[src/rtl/fft_ctrl_pkg.sv]
// -----------------------------------------------------------------------------
// fft_ctrl_pkg
//   Shared definitions for the radix-2 DIT FFT sequencer: the FSM state
//   encoding, default parameter values and small helpers for derived sizes.
// -----------------------------------------------------------------------------
package fft_ctrl_pkg;

  // Sequencer FSM states.
  typedef enum logic [1:0] {
    ST_IDLE  = 2'd0,
    ST_RUN   = 2'd1,
    ST_DRAIN = 2'd2,
    ST_DONE  = 2'd3
  } state_e;

  localparam int DEF_LOG2N   = 4;
  localparam int DEF_MEM_LAT = 1;
  localparam int DEF_BF_LAT  = 1;

  // Width of the stage index port for a given LOG2N (at least one bit).
  function automatic int stage_width(input int log2n);
    return (log2n > 1) ? $clog2(log2n) : 1;
  endfunction

  // Cycles from the first RUN cycle to the DONE cycle.
  function automatic int total_cycles(input int log2n, input int mem_lat, input int bf_lat);
    return log2n * ((1 << (log2n - 1)) + mem_lat + bf_lat);
  endfunction

endpackage

[src/rtl/fft_addr_gen.sv]
// -----------------------------------------------------------------------------
// fft_addr_gen
//   Combinational butterfly address generator for an in-place radix-2 DIT FFT.
//   Ports:
//     s         in   stage index
//     k         in   butterfly index within the stage (0..N/2-1)
//     addr_a    out  upper-leg sample address
//     addr_b    out  lower-leg sample address (addr_a + half)
//     tw_addr   out  twiddle ROM index
// -----------------------------------------------------------------------------
module fft_addr_gen #(
  parameter int LOG2N = 4
) (
  input  logic [$clog2(LOG2N)-1:0] s,
  input  logic [LOG2N-2:0]         k,
  output logic [LOG2N-1:0]         addr_a,
  output logic [LOG2N-1:0]         addr_b,
  output logic [LOG2N-2:0]         tw_addr
);

  localparam int SW = $clog2(LOG2N);
  localparam int KW = LOG2N - 1;
  localparam logic [LOG2N-1:0] ONE_A = LOG2N'(1);
  localparam logic [SW-1:0]    TOP_S = SW'(LOG2N - 1);

  logic [LOG2N-1:0] half_s;
  logic [KW-1:0]    mask_s;
  logic [KW-1:0]    pos_s;
  logic [LOG2N-1:0] grp_s;
  logic [LOG2N-1:0] a_s;
  logic [SW-1:0]    sh_s;

  // Split k into group/position for stage s and form both legs and the twiddle index.
  always_comb begin
    half_s  = ONE_A << s;
    mask_s  = KW'(half_s - ONE_A);
    pos_s   = k & mask_s;
    grp_s   = {1'b0, k} >> s;
    // Two single shifts instead of << (s+1) so s+1 can never wrap in SW bits.
    a_s     = ((grp_s << s) << 1) | {1'b0, pos_s};
    sh_s    = TOP_S - s;
    addr_a  = a_s;
    addr_b  = a_s + half_s;
    tw_addr = pos_s << sh_s;
  end

endmodule

[src/rtl/fft_ctrl.sv]
// -----------------------------------------------------------------------------
// fft_ctrl
//   Sequencer for an in-place radix-2 DIT FFT with one butterfly and a
//   dual-port sample memory. Runs LOG2N stages of N/2 butterflies, one per
//   cycle, then drains the MEM_LAT+BF_LAT pipeline before the next stage so
//   the last write of a stage lands before the first read of the next one.
//   Ports:
//     clk, rst_n            clock, asynchronous active-low reset
//     start                 request a transform (sampled only in IDLE)
//     busy                  high in RUN and DRAIN
//     done                  one-cycle pulse after the final write-back
//     stage                 current stage index
//     rd_en, rd_addr_a/b    memory read strobe and leg addresses
//     tw_addr               twiddle ROM index
//     bf_enable             butterfly enable (rd_en delayed MEM_LAT)
//     wr_en, wr_addr_a/b    write-back strobe/addresses (delayed MEM_LAT+BF_LAT)
// -----------------------------------------------------------------------------
module fft_ctrl
  import fft_ctrl_pkg::*;
#(
  parameter int LOG2N   = DEF_LOG2N,
  parameter int MEM_LAT = DEF_MEM_LAT,
  parameter int BF_LAT  = DEF_BF_LAT
) (
  input  logic                     clk,
  input  logic                     rst_n,
  input  logic                     start,
  output logic                     busy,
  output logic                     done,
  output logic [$clog2(LOG2N)-1:0] stage,
  output logic                     rd_en,
  output logic [LOG2N-1:0]         rd_addr_a,
  output logic [LOG2N-1:0]         rd_addr_b,
  output logic [LOG2N-2:0]         tw_addr,
  output logic                     bf_enable,
  output logic                     wr_en,
  output logic [LOG2N-1:0]         wr_addr_a,
  output logic [LOG2N-1:0]         wr_addr_b
);

  localparam int SW   = $clog2(LOG2N);
  localparam int KW   = LOG2N - 1;
  localparam int PIPE = MEM_LAT + BF_LAT;
  localparam int DW   = $clog2(PIPE + 1);

  localparam logic [KW-1:0] K_LAST = {KW{1'b1}};
  localparam logic [KW-1:0] K_ONE  = KW'(1);
  localparam logic [SW-1:0] S_LAST = SW'(LOG2N - 1);
  localparam logic [SW-1:0] S_ONE  = SW'(1);
  localparam logic [DW-1:0] D_LAST = DW'(PIPE - 1);
  localparam logic [DW-1:0] D_ONE  = DW'(1);

  state_e        state_q, state_d;
  logic [SW-1:0] s_q, s_d;
  logic [KW-1:0] k_q, k_d;
  logic [DW-1:0] drain_q, drain_d;

  logic [LOG2N-1:0] gen_a_s, gen_b_s;
  logic [KW-1:0]    gen_tw_s;

  logic             busy_q, busy_d;
  logic             done_q, done_d;
  logic [SW-1:0]    stage_q, stage_d;
  logic             rd_en_q, rd_en_d;
  logic [LOG2N-1:0] rd_addr_a_q, rd_addr_a_d;
  logic [LOG2N-1:0] rd_addr_b_q, rd_addr_b_d;
  logic [KW-1:0]    tw_addr_q, tw_addr_d;

  // Delay lines: index 0 is one cycle behind rd_*, index PIPE-1 feeds wr_*.
  logic [PIPE-1:0]  en_sr_q, en_sr_d;
  logic [LOG2N-1:0] wa_sr_q [PIPE];
  logic [LOG2N-1:0] wa_sr_d [PIPE];
  logic [LOG2N-1:0] wb_sr_q [PIPE];
  logic [LOG2N-1:0] wb_sr_d [PIPE];

  // Addresses are generated from the next (s, k) so they register alongside rd_en.
  fft_addr_gen #(.LOG2N(LOG2N)) u_addr_gen (
    .s       (s_d),
    .k       (k_d),
    .addr_a  (gen_a_s),
    .addr_b  (gen_b_s),
    .tw_addr (gen_tw_s)
  );

  // FSM state and stage/butterfly/drain counters.
  always_ff @(posedge clk or negedge rst_n) begin
    if (!rst_n) begin
      state_q <= ST_IDLE;
      s_q     <= {SW{1'b0}};
      k_q     <= {KW{1'b0}};
      drain_q <= {DW{1'b0}};
    end else begin
      state_q <= state_d;
      s_q     <= s_d;
      k_q     <= k_d;
      drain_q <= drain_d;
    end
  end

  // Next-state and counter update.
  always_comb begin
    state_d = state_q;
    s_d     = s_q;
    k_d     = k_q;
    drain_d = drain_q;
    case (state_q)
      ST_IDLE: begin
        if (start) begin
          state_d = ST_RUN;
          s_d     = {SW{1'b0}};
          k_d     = {KW{1'b0}};
        end else begin
          state_d = ST_IDLE;
        end
      end
      ST_RUN: begin
        if (k_q == K_LAST) begin
          state_d = ST_DRAIN;
          drain_d = {DW{1'b0}};
        end else begin
          k_d = k_q + K_ONE;
        end
      end
      ST_DRAIN: begin
        if (drain_q == D_LAST) begin
          if (s_q == S_LAST) begin
            state_d = ST_DONE;
          end else begin
            state_d = ST_RUN;
            s_d     = s_q + S_ONE;
            k_d     = {KW{1'b0}};
          end
        end else begin
          drain_d = drain_q + D_ONE;
        end
      end
      ST_DONE: begin
        state_d = ST_IDLE;
        s_d     = {SW{1'b0}};
        k_d     = {KW{1'b0}};
      end
      default: begin
        state_d = ST_IDLE;
        s_d     = {SW{1'b0}};
        k_d     = {KW{1'b0}};
        drain_d = {DW{1'b0}};
      end
    endcase
  end

  // Output decode from the next state, so registered outputs line up with state_q.
  always_comb begin
    busy_d  = (state_d == ST_RUN) || (state_d == ST_DRAIN);
    done_d  = (state_d == ST_DONE);
    rd_en_d = (state_d == ST_RUN);
    stage_d = s_d;
    if (rd_en_d) begin
      rd_addr_a_d = gen_a_s;
      rd_addr_b_d = gen_b_s;
      tw_addr_d   = gen_tw_s;
    end else begin
      rd_addr_a_d = rd_addr_a_q;
      rd_addr_b_d = rd_addr_b_q;
      tw_addr_d   = tw_addr_q;
    end
    en_sr_d[0] = rd_en_q;
    wa_sr_d[0] = rd_addr_a_q;
    wb_sr_d[0] = rd_addr_b_q;
    for (int i = 1; i < PIPE; i++) begin
      en_sr_d[i] = en_sr_q[i-1];
      wa_sr_d[i] = wa_sr_q[i-1];
      wb_sr_d[i] = wb_sr_q[i-1];
    end
  end

  // Output registers and write-back delay lines.
  always_ff @(posedge clk or negedge rst_n) begin
    if (!rst_n) begin
      busy_q      <= 1'b0;
      done_q      <= 1'b0;
      stage_q     <= {SW{1'b0}};
      rd_en_q     <= 1'b0;
      rd_addr_a_q <= {LOG2N{1'b0}};
      rd_addr_b_q <= {LOG2N{1'b0}};
      tw_addr_q   <= {KW{1'b0}};
      en_sr_q     <= {PIPE{1'b0}};
      for (int i = 0; i < PIPE; i++) begin
        wa_sr_q[i] <= {LOG2N{1'b0}};
        wb_sr_q[i] <= {LOG2N{1'b0}};
      end
    end else begin
      busy_q      <= busy_d;
      done_q      <= done_d;
      stage_q     <= stage_d;
      rd_en_q     <= rd_en_d;
      rd_addr_a_q <= rd_addr_a_d;
      rd_addr_b_q <= rd_addr_b_d;
      tw_addr_q   <= tw_addr_d;
      en_sr_q     <= en_sr_d;
      for (int i = 0; i < PIPE; i++) begin
        wa_sr_q[i] <= wa_sr_d[i];
        wb_sr_q[i] <= wb_sr_d[i];
      end
    end
  end

  assign busy      = busy_q;
  assign done      = done_q;
  assign stage     = stage_q;
  assign rd_en     = rd_en_q;
  assign rd_addr_a = rd_addr_a_q;
  assign rd_addr_b = rd_addr_b_q;
  assign tw_addr   = tw_addr_q;
  assign bf_enable = en_sr_q[MEM_LAT-1];
  assign wr_en     = en_sr_q[PIPE-1];
  assign wr_addr_a = wa_sr_q[PIPE-1];
  assign wr_addr_b = wb_sr_q[PIPE-1];

endmodule
[config.mk]
export PLATFORM = sky130hd
export DESIGN_NAME = fft_ctrl
export DESIGN_NICKNAME = d
export VERILOG_FILES = /design/src/rtl/fft_ctrl_pkg.sv /design/src/rtl/fft_addr_gen.sv /design/src/rtl/fft_ctrl.sv
export SDC_FILE = /design/constraint.sdc
export NUM_CORES = 1
export LEC_CHECK = 0
export CAP_MARGIN = 25
export CORE_ASPECT_RATIO = 1.4
export CORE_UTILIZATION = 50
export CTS_CLUSTER_SIZE = 24
export DETAILED_ROUTE_END_ITERATION = 8
export PLACE_DENSITY = 0.76
export SETUP_SLACK_MARGIN = 0.2
export SLEW_MARGIN = 20
export SYNTH_ARGS = -nofsm -noshare
export SYNTH_HDL_FRONTEND = slang
export SYNTH_HIERARCHICAL = 1
export SYNTH_SLANG_ARGS = --single-unit
[constraint.sdc]
create_clock -name clk -period 3.8 [get_ports clk]
set_clock_uncertainty 0.1 [all_clocks]
set_input_delay 1.14 -clock clk [delete_from_list [all_inputs] [get_ports clk]]
set_output_delay 1.14 -clock clk [all_outputs]
set_load 0.005 [all_outputs]
## Word-level counts from Yosys, hierarchy flattened

Index checks and enable logic that the tools add are counted.

| word-level totals | value |
|---|---|
| output and inout bits | 26 |
| register bits | 41 |
| logic and storage cells | 59 |

| cells by class | value |
|---|---|
| shift-type cells | 4 |
| bitwise gates (word level) | 2 |
| reductions and logical operators | 4 |
| add/subtract/negate cells | 6 |
| eq/ne operators | 11 |
| muxes and demuxes | 17 |

Operator list:

| operator | number |
|---|---|
| $mux W2 | 8 |
| $mux W3 | 4 |
| $pmux W3 S4 | 1 |
| $eq A2 B2 Y1 const B | 5 |
| $pmux W2 S4 | 1 |
| $eq A2 B1 Y1 const B | 3 |
| $pmux W2 S3 | 1 |
| $add A2 B1 Y2 const B | 2 |
| $add A4 B4 Y4 | 1 |
| $ne A2 B2 Y1 const B | 2 |
| $or A4 B3 Y4 | 1 |
| $pmux W2 S2 | 1 |
| $shl A1 B2 Y4 const A | 1 |
| $shl A4 B2 Y3 | 1 |
| $shr A3 B2 Y4 | 1 |
| $add A3 B1 Y3 const B | 1 |
| $and A3 B3 Y3 | 1 |
| $eq A3 B3 Y1 const B | 1 |
| $reduce_and A3 Y1 | 1 |
| $shl A3 B2 Y3 | 1 |
| $sub A3 B1 Y3 const B | 1 |
| $logic_not A2 Y1 | 1 |
| $reduce_bool A2 Y1 | 1 |
| $sub A2 B2 Y2 const A | 1 |
| other kinds (2) | 2 |

## Logic depth before layout (Yosys ltp)

| depth | value |
|---|---|
| depth in word-level cells | 9 |
| depth in mapped cells | 12 |
| depth with buffers taken out | 11 |

## Modules after synthesis

Netlist, hierarchy kept.

By module, submodules not included:

| module | area each (um^2) | instances | cells an instance |
|---|---|---|---|
| fft_ctrl | 1,546.5 | 1 | 111 |
| fft_addr_gen | 216.5 | 1 | 29 |

## Worst setup path before layout

OpenSTA, ideal clock, no wires.

| timing | value |
|---|---|
| path kind | input-to-reg |
| start point | input start |
| end point | register rd_addr_b_q[2], in the netlist rd_addr_b[2] |
| data arrival time | 2.856 ns |
| slack | 0.716 ns |
| required time | 3.572 ns |
| stages on the path | 8 |
| cell sequence | or3_1 > o211a_2 > o21ai_2 > nand2b_1 > o21a_1 > fa_1 > xnor2_1 > mux2_1 |

| between the ends | value |
|---|---|
| elaborated cells on any way between the ends | 14 |
| those cells by class | add/sub (2); eq/ne (1); shift (3); mux (6); bitwise (2) |

RTL lines:

| element | line | RTL |
|---|---|---|
| from (decl) | fft_ctrl.sv:27 | `input logic start,` |
| $mux W3 * | fft_ctrl.sv:108 | `if (start) begin` |
| $pmux W3 S4 * | fft_ctrl.sv:106 | `case (state_q)` |
| named net k_d[0] | fft_ctrl.sv:55 | `logic [KW-1:0] k_q, k_d;` |
| $shr A3 B2 Y4 | fft_addr_gen.sv:38 | `grp_s = {1'b0, k} >> s;` |
| $shl A4 B2 Y3 | fft_addr_gen.sv:40 | `a_s = ((grp_s << s) << 1) \| {1'b0, pos_s};` |
| $or A4 B3 Y4 * | fft_addr_gen.sv:40 |  |
| $add A4 B4 Y4 * | fft_addr_gen.sv:43 | `addr_b = a_s + half_s;` |
| named net gen_b_s[2] | fft_ctrl.sv:58 | `logic [LOG2N-1:0] gen_a_s, gen_b_s;` |
| to (signal assigned) | fft_ctrl.sv:184 | `rd_addr_b_q <= {LOG2N{1'b0}};` |
| to (signal assigned) | fft_ctrl.sv:197 | `rd_addr_b_q <= rd_addr_b_d;` |
| to (decl) | fft_ctrl.sv:66 | `logic [LOG2N-1:0] rd_addr_b_q, rd_addr_b_d;` |

Mark *: on every way through the listed nets, which the timed path passes. The rest lies on a longest branch.
A chain may end at the register's enable or synchronous reset.

## Worst setup path in the final report

| timing | value |
|---|---|
| start point | input start |
| end point | register rd_addr_b_q[3], in the netlist rd_addr_b[3] |

| between the ends | value |
|---|---|
| elaborated cells on any way between the ends | 14 |
| those cells by class | add/sub (2); eq/ne (1); shift (3); mux (6); bitwise (2) |

RTL lines:

| element | line |
|---|---|
| $mux W3 | fft_ctrl.sv:108 |
| $pmux W3 S4 | fft_ctrl.sv:106 |
| named net k_d[1] | fft_ctrl.sv:55 |
| $shr A3 B2 Y4 | fft_addr_gen.sv:38 |
| $shl A4 B2 Y3 | fft_addr_gen.sv:40 |
| $or A4 B3 Y4 | fft_addr_gen.sv:40 |
| named net gen_a_s[2] | fft_ctrl.sv:58 |
| $add A4 B4 Y4 | fft_addr_gen.sv:43 |
| named net gen_b_s[3] | fft_ctrl.sv:58 |

The timed path passes the listed nets, and every way through them passes these cells.

==> results by group <==
Worst setup path
  • Maximum fanout along the worst path: 5
  • CP Launch Type: input pin
  • Worst path max stage delay: approximately 0.43 ns
  • CP Cell Sequence: clkdlybuf4s50_1, or3_1, o211a_2, o21ai_2, inv_1, o21ai_0, ha_1, a21oi_1, xor2_1, mux2_1
  • Critical Path AT: about 3.5 ns
  • Worst Path Required: about 3.9 ns
  • Critical path endpoint category: register
  • Crit path kind: in2reg
  • Crit-path slowest cell: clkdlybuf4s50_1

Placed design
  • GP Congestion: roughly 0.83
  • DP HPWL: around 2000 microns
  • IO Port Bufs: 28
  • Placement Setup Slack: between 0.1 and 0.15 ns

Floorplanning
  • Die area: around 0.0038 sq mm
  • # IOs: 29
  • Core area: between 0.003 and 0.004 sq mm
  • Die X: between 50 and 60 microns
  • Initial Utilization: around 52%
  • Die Ht: 72.3 microns
  • Std cell rows: 25

Clocking
  • CTS Buf Count: 5
  • CTS clk-pin slew, worst paths: approximately 0.080 ns
  • Post-CTS sizing: 0
  • Clock tree sinks: roughly 40
  • Worst-skew pair later-pin latency: 0.29 ns
  • Hold buffers post-CTS: 0
  • Setup Buffers After CTS: 0
  • CTS H-tree depth: 2
  • CTS tree: yes
  • Clk buf depth: 2
  • Clock root buffer master: clkbuf_8

Logic synthesis
  • Distinct cells, synth: 35
  • Post-Syn Nets: approximately 150
  • Area leader, netlist: dfrtp_1
  • Fraction of registers with async set/reset: 100%
  • #FFs+latches synth: 41
  • Syn Std Cell Area: roughly 0.0018 sq mm
  • Syn Area/Cell: around 13 sq um
  • Syn Inst Count: 140
  • Yosys warning total: 6
  • Register area share after synthesis: 58.2%
  • Share of the synthesized area in the top cell type: between 50 and 60%
  • Post-synth EDFFs: 0
  • Ys flop type: dfrtp_1
  • Top cells by area, synth: dfrtp_1 58%, mux2_1 6.4%, ha_1 5.0%

Run status
  • Outcome: complete, no violations

Routing
  • Routed len/inst: between 10 and 15 microns
  • Drt drc: 0
  • Via count: roughly 1,100
  • Final wirelength: 2820 microns
  • Drt pass-1 iters: 4
  • DR iter-0 viols: 16
  • DR vias/cell: 5.24
  • Post-route ant nets: 0

Job
  • Maxcap violations: 0

Timing
  • Tightest Pin Transition: approximately 0.85 ns
  • Final setup viols: 0
  • Final number of hold-violating endpoints: 0
  • Unrepaired setup endpoints after global routing: false
  • Setup TNS: 0 ns
  • Max-slew violations: 0
  • Hold WS: between 0.2 and 0.3 ns
  • Final setup margin: approximately 0.39 ns
  • Slew HR: between 40% and 50%
  • Final min period: 3.41 ns
  • Fmax: 293 MHz
  • Tcrit/Tclk final: about nine tenths

Power
  • Worst VDD drop: 0.583 mV
  • Leak Pwr: 0.969 nW
  • PD cells: ~830 mW/mm^2

GRT
  • Vias in the first global route: approximately 1,100
  • GRT Util Overall: between 10% and 20%
  • Initial antenna violation count: 0
  • First-pass GRT wire length: between 4000 and 5000 microns
  • Largest net degree at the start of global routing: between 40 and 50
  • Grt ovf: 0

Cells and area
  • Area grow syn2layout: 22.4%
  • Share of layout cells above drive strength 1: around 12%
  • # fillers: around 260
  • # diodes: 0
  • Layout net count: roughly 180

Worst hold path
  • Min-delay worst type: reg2reg
-- path summary, 6_finish.rpt --
check	startpoint	to	slack (ns)	depth (start not counted)
max reg2reg	drain_q[0]	rd_addr_b[3]	0.95	10
min	wa_sr_d[1]	wr_addr_a[1]	0.25	0
min reg2reg	wa_sr_d[1]	wr_addr_a[1]	0.25	0
max in group asynchronous	rst_n	k_q[2]	2.22	1
max	start	rd_addr_b[3]	0.39	10
min in group asynchronous	rst_n	rd_addr_a[2]	0.85	1
-- where the power goes --
group	internal [W]	total [W]	switching [W]
registers	0.000589	0.000678	0.0000892
logic	0.000383	0.000691	0.000308
clock network	0.000264	0.000417	0.000152
total	0.00124	0.00179	0.000549
-- layer usage --
layer	track usage [%]	routed length, microns	vias to the layer above
met3	4.40	107	8
met5	0	0	-
li1	-	-	512
met1	20.0	1160	536
met4	11.1	67	0
met2	29.6	1480	23
-- cell families (layout without fill, tap and decap cells) --
family	after synthesis	after routing	synth area share, %
buffers and inverters	21	47	6.88
adders and majority gates	8	8	6.10
and+or+nand+nor	26	26	8.66
xor gates and xnor gates	2	2	0.994
DFF	41	41	58.2
AOI/OAI and AO/OA	29	29	11.1
other	1	1	0.213
muxes	12	12	7.88
-- critical path, delay by kind of cell --
family          cells  cell delay, ns
xor+xnor            1            0.10
compound gates      4            0.79
mux                 1            0.31
buf+inv             2            0.50
simple gates        1            0.34
fa+ha+maj           1            0.30
-- sequential cells by signal, indices dropped and copies added, names as in the netlist --
signal and flops:
wr_addr_b 4, rd_en 1, rd_addr_b 4, wr_addr_a 4
stage 2, state_q 2, wa_sr_d 4, rd_addr_a 4
busy 1, en_sr_q 2, tw_addr 3, done 1
wb_sr_d 4, drain_q 2, k_q 3
-- placed cells by master, fill, tap and decap left out, drive strengths merged, types with 4 or more instances in the layout --
cell type      count
buf                4
clkdlybuf4s50     27
clkbuf             5
o21ai              5
ha                 7
a21oi             10
dfrtp             41
nand2              5
nor2               6
inv                9
mux2              12
nand2b             5
-- area by class of cell --
type                            instances  area [sq um]  share of cell area, %
Clock inverter                          3          68.8                   3.19
Sequential cell                        41          1030                   47.6
Inverter                                8          30.0                   1.39
Tap cell                               40          50.0                   2.32
Multi-Input combinational cell         78           616                   28.5
Timing Repair Buffer                   31           298                   13.8
Clock buffer                            5          68.8                   3.19
-- cell usage after synthesis, types with 2 or more instances --
cell type	number
o21bai_1	2
o21a_1	3
mux2_1	10
buf_2	4
buf_4	8
a21boi_0	2
ha_1	7
o21ai_0	3
a21oi_1	10
inv_1	8
nand4b_1	3
nand2_1	5
a211oi_1	3
nor2_1	6
nand2b_1	4
o21ai_2	2
nand3_1	2
dfrtp_1	41
-- through the flow --
stage | utilization (%) | instance area [sq um] | cells | total power [W]
finish | 63.9 | 2160 | 206 | 0.00179
global route | 63.9 | 2160 | 206 | 0.00191
CTS | 63.9 | 2160 | 206 | 0.00181
detailed placement | 59.8 | 2020 | 198 | 0.00139
global placement | 59.8 | 2020 | 198 | 0.00135
floorplan | - | 1760 | 140 | 0.00114
Power figures use the tool's default switching activity.
